===== config.mk =====
export PLATFORM = sky130hd
export DESIGN_NAME = collatz_arb
export DESIGN_NICKNAME = d
export VERILOG_FILES = /design/src/rtl/collatz_arb.sv
export SDC_FILE = /design/constraint.sdc
export NUM_CORES = 1
export LEC_CHECK = 0
export CORE_ASPECT_RATIO = 1.1
export CORE_MARGIN = 4
export CORE_UTILIZATION = 35
export DETAILED_ROUTE_END_ITERATION = 7
export HOLD_SLACK_MARGIN = 0.12
export PLACE_DENSITY = 0.65
export SETUP_SLACK_MARGIN = 0.02
export SLEW_MARGIN = 10
export SYNTH_ARGS = -nofsm -noshare
export SYNTH_HDL_FRONTEND = slang
export SYNTH_SLANG_ARGS = --single-unit

===== constraint.sdc =====
create_clock -name clk -period 7.6 [get_ports clk]
set_input_delay 1.52 -clock clk [delete_from_list [all_inputs] [get_ports clk]]
set_output_delay 1.52 -clock clk [all_outputs]
set_load 0.03 [all_outputs]

===== src/rtl/collatz_arb.sv =====
// collatz_arb
// Round-robin arbiter and sequencer sharing one Collatz iterator between two
// requesters. A granted start value is loaded into the iterator with a
// one-cycle go pulse, then iteration steps are counted until the iterator
// reports done (or the counter saturates). The step count is returned to the
// winner together with a one-cycle ack.
//
// Ports:
//   clk, reset_n        clock, synchronous active-low reset
//   req0/n0, req1/n1    level requests with their start values
//   ack0/count0         one-cycle ack and held result for requester 0
//   ack1/count1         one-cycle ack and held result for requester 1
//   busy                high whenever the sequencer is not idle
//   cgo, cn             iterator go pulse and start value
//   cdone               iterator done (its value equals 1)
module collatz_arb #(
    parameter int                N_BITS     = 32,
    parameter int                C_BITS     = 16,
    parameter logic [C_BITS-1:0] ZERO_COUNT = {C_BITS{1'b1}}
) (
    input  logic              clk,
    input  logic              reset_n,
    input  logic              req0,
    input  logic [N_BITS-1:0] n0,
    output logic              ack0,
    output logic [C_BITS-1:0] count0,
    input  logic              req1,
    input  logic [N_BITS-1:0] n1,
    output logic              ack1,
    output logic [C_BITS-1:0] count1,
    output logic              busy,
    output logic              cgo,
    output logic [N_BITS-1:0] cn,
    input  logic              cdone
);

    typedef enum logic [1:0] {
        IDLE = 2'd0,
        LOAD = 2'd1,
        RUN  = 2'd2,
        RESP = 2'd3
    } state_t;

    state_t              state_reg, state_next;
    logic                grant_reg, grant_next;
    // Id of the requester granted last; reset to 1 so requester 0 wins the
    // first contested arbitration.
    logic                ptr_reg, ptr_next;
    logic [C_BITS-1:0]   step_reg, step_next;
    logic [N_BITS-1:0]   cn_reg, cn_next;
    logic [C_BITS-1:0]   step_inc;
    logic                load_count;

    assign step_inc = step_reg + C_BITS'(1);

    always_comb begin
        state_next = state_reg;
        grant_next = grant_reg;
        ptr_next   = ptr_reg;
        step_next  = step_reg;
        cn_next    = cn_reg;
        case (state_reg)
            IDLE: begin
                if (req0 || req1) begin
                    grant_next = (req0 && req1) ? ~ptr_reg : req1;
                    cn_next    = grant_next ? n1 : n0;
                    if (cn_next == '0) begin
                        // Zero never reaches 1: skip the iterator entirely.
                        step_next  = ZERO_COUNT;
                        state_next = RESP;
                    end else begin
                        step_next  = '0;
                        state_next = LOAD;
                    end
                end
            end
            LOAD: begin
                state_next = RUN;
            end
            RUN: begin
                if (cdone) begin
                    state_next = RESP;
                end else begin
                    step_next = step_inc;
                    // Reaching all-ones is a timeout; the count stays there.
                    if (step_inc == {C_BITS{1'b1}}) begin
                        state_next = RESP;
                    end
                end
            end
            RESP: begin
                ptr_next   = grant_reg;
                state_next = IDLE;
            end
            default: begin
                state_next = IDLE;
            end
        endcase
    end

    always_ff @(posedge clk) begin
        if (!reset_n) begin
            state_reg <= IDLE;
            grant_reg <= 1'b0;
            ptr_reg   <= 1'b1;
            step_reg  <= '0;
            cn_reg    <= '0;
        end else begin
            state_reg <= state_next;
            grant_reg <= grant_next;
            ptr_reg   <= ptr_next;
            step_reg  <= step_next;
            cn_reg    <= cn_next;
        end
    end

    // The result register is written on the edge that enters RESP so that the
    // count is already valid during the ack cycle.
    assign load_count = (state_next == RESP) && (state_reg != RESP);

    genvar gi;
    generate
        for (gi = 0; gi < 2; gi++) begin : g_req
            logic [C_BITS-1:0] count_reg;
            logic              ack;

            always_ff @(posedge clk) begin
                if (!reset_n) begin
                    count_reg <= '0;
                end else if (load_count && (grant_next == 1'(gi))) begin
                    count_reg <= step_next;
                end
            end

            assign ack = (state_reg == RESP) && (grant_reg == 1'(gi));
        end
    endgenerate

    assign ack0   = g_req[0].ack;
    assign ack1   = g_req[1].ack;
    assign count0 = g_req[0].count_reg;
    assign count1 = g_req[1].count_reg;
    assign busy   = (state_reg != IDLE);
    assign cgo    = (state_reg == LOAD);
    assign cn     = cn_reg;

endmodule


==> run_results.csv <==
group,metric,value,unit
floorplan,dieArea,14200,um2
clock_tree,cts.repair.resized,0,
clock_tree,clk_pin_slew,0.07,ns
setup_path,worst-path-buf-inv,2,
timing,finalSetupViolCount,0,
logic_synthesis,synth_edf_count,0,
logic_synthesis,synth.area.top_cells,"dfxtp_1 39%, mux2i_1 15%, o211a_1 7.4%, nand2_1 7.3%, nor4_1 4.1%",
setup_path,worst-path-max-fanout,33,
timing,rsz0062_at_grt,"no",
finish,largest_reg_flops,32,
place,placed_area,5740,um2
finish,diodes,0,
timing,fin_crit_sh,57.5,%
finish,nets,685,
setup_path,r2r_slack,4.21,ns
outcome,outcome,"complete, no violations",
timing,hold_viol_final,0,
timing,drv_slew,0,
clock_tree,cts_tree,"done",
logic_synthesis,synthesis.area,4310,um2
logic_synthesis,synthCells,495,
place,finalWeightedCongestion,0.932,
logic_synthesis,postSynthAreaPerCell,8.71,um2
setup_path,crit_path_max_incr_delay,0.62,ns
power_and_ir_drop,p_leak,2.64,nW
clock_tree,postCtsHoldBufs,0,
routing,finalWirelength,13.4,mm
clock_tree,clockBufferDepth,2,
logic_synthesis,synthFlopType,"dfxtp_1",
timing,max_slew_margin,36.5,%
power_and_ir_drop,p_comb_share,27.2,%
floorplan,fp.dieW,114,um
logic_synthesis,yosysWarnings,0,
global_route,globalRouteTotalUtil,18.5,%
global_route,antenna_found_initial,0,
timing,worst_slack,3.23,ns
clock_tree,cts_root_buf,"clkbuf_16",
timing,fin_hold_ws,0.459,ns
place,numPlacedInstances,753,
floorplan,coreArea,12000,um2
finish,synthToLayoutAreaGrowth,41.6,%
finish,design_area,6100,um2
worst_hold_path,hold_path.class,"register to register",
floorplan,die_y,124,um
finish,finish.utilization,50.7,%
setup_path,cp_cell_sequence,"clkdlybuf4s50_1 > nand2_1 > nand2_2 > nor3_1 > o21a_1 > a221oi_1 > nor4b_2 > buf_4 > mux2i_1",
clock_tree,clock-sinks,84,
timing,finalClockSkew,0.00806,ns
power_and_ir_drop,p_sw,439,uW
setup_path,setup.worst_path.start_class,"input pin",
logic_synthesis,yosysTopAreaCell,"dfxtp_1",
global_route,grt_pass1_wl,20.9,mm
finish,seq_area,1680,um2
routing,dr.pass1.iters,5,
logic_synthesis,yosysUniqueCellTypes,49,
place,dp_slack,2.91,ns
timing,fmax,229,MHz
place,dp_hpwl,10.2,mm
power_and_ir_drop,ir_worst_vdd,124,uV
setup_path,cp_slowest_cell,"nor3_1",
floorplan,ios,137,
routing,first_iter_violations,216,
power_and_ir_drop,clkPwrFrac,37.1,%
finish,multi_input_area,2380,um2
clock_tree,cts_buffers,9,
timing,tns,0,ns
floorplan,start_util,35.8,%
power_and_ir_drop,powerDensity,232,nW/um2
global_route,overflow,0,
finish,drive_above_1_share,5.04,%
floorplan,fp-row-count,42,
power_and_ir_drop,total_power,1.42,mW
setup_path,critical_path_class,"input pin to register",
timing,fin_crit,4.37,ns
logic_synthesis,ys_seq_area_share,39.0,%
timing,tightest_slew,0.949,ns
setup_path,cp.arrival,4.64,ns
routing,drt-vias-per-instance,5.41,
power_and_ir_drop,seqPwrFrac,35.6,%
job,drv_cap,0,
logic_synthesis,synthArstFlopShare,0,%
setup_path,critical_path_required,7.87,ns
routing,routedWlPerCell,17.4,um
logic_synthesis,synth_nets,570,
global_route,grt_max_degree,88,
finish,stdcell_count,769,
clock_tree,cts_max_level,3,
routing,drc_errors,0,
logic_synthesis,yosys_register_bits,84,
routing,routed-via-count,4157,
clock_tree,clkLatencyLatePin,0.35,ns
finish,fillers,1127,
logic_synthesis,synth.top_cell.area_share,39.0,%
place,portBuffers,136,
setup_path,endpoint_kind,"register",
logic_synthesis,synth_commonest_cells,"84 x dfxtp_1, 84 x nand2_1, 64 x mux2i_1, 32 x o211a_1, 28 x nor4_1",
power_and_ir_drop,internal_power,976,uW
clock_tree,post_cts_buffers,0,
routing,postRouteAntennaNets,0,
power_and_ir_drop,switching_share,31.0,%
setup_path,cp_top_family,"simple AND/OR/NAND/NOR gates",
global_route,grt_pass1_vias,4068,
## placed cells by master, fill, tap and decap left out, types with 13 or more instances in the layout
cell               n
nand2_1           83
nor4_1            28
a21oi_1           14
mux2i_1           64
dfxtp_1           84
clkdlybuf4s50_1  135
o21ai_0           22
nor2_1            13
o211a_1           32
inv_1             27
## routing by layer
layer / up-vias / part of all wire, % / wire, um / GRT usage, %
met5: - / 0 / 0 / 0
met4: 0 / 2.1 / 280 / 6.08
met3: 25 / 8.3 / 1110 / 6.51
met2: 169 / 51 / 6790 / 32.5
met1: 1945 / 39 / 5190 / 20.7
li1: 2018 / - / - / -
## cells by family (layout without fill, tap and decap cells)
family	count (synthesis)	in the layout	share of synthesized area [%]
compound gates	99	99	17.2
flops	84	84	39.0
buf+inv	63	183	6.10
simple gates	171	171	19.3
fa+ha+maj	6	6	1.74
mux	65	65	15.1
xor+xnor	7	7	1.42
## worst register-to-register path, delay by kind of cell (launching register included)
kind | cells | cell delay (ns)
AOI/OAI and AO/OA | 3 | 0.88
adders and majority gates | 1 | 0.49
buffers and inverters | 2 | 0.47
DFF | 1 | 0.47
muxes | 1 | 0.24
and+or+nand+nor | 2 | 0.77
## final cells by class
type | count | share of cell area (%)
Clock buffer | 10 | 3.92
Clock inverter | 6 | 1.95
Inverter | 27 | 1.66
Multi-Input combinational cell | 348 | 39.0
Sequential cell | 84 | 27.6
Tap cell | 154 | 3.16
Timing Repair Buffer | 140 | 22.7
## path summary, 6_finish.rpt
| path | to | start | depth (start not counted) |
|---|---|---|---|
| setup / recovery | count0[15] | req0 | 9 |
| hold / removal | count0[2] | count0[2] | 2 |
| setup reg to reg | count0[15] | step_reg[0] | 9 |
| hold reg to reg | count0[2] | count0[2] | 2 |
## power by group through the flow
stage	registers [mW]	logic [mW]	clock network [mW]
finish	0.504	0.385	0.525
global route	0.508	0.413	0.553
floorplan	0.578	0.159	0
CTS	0.504	0.389	0.534
detailed placement	0.513	0.386	0
global placement	0.512	0.384	0
Power figures use the tool's default switching activity.
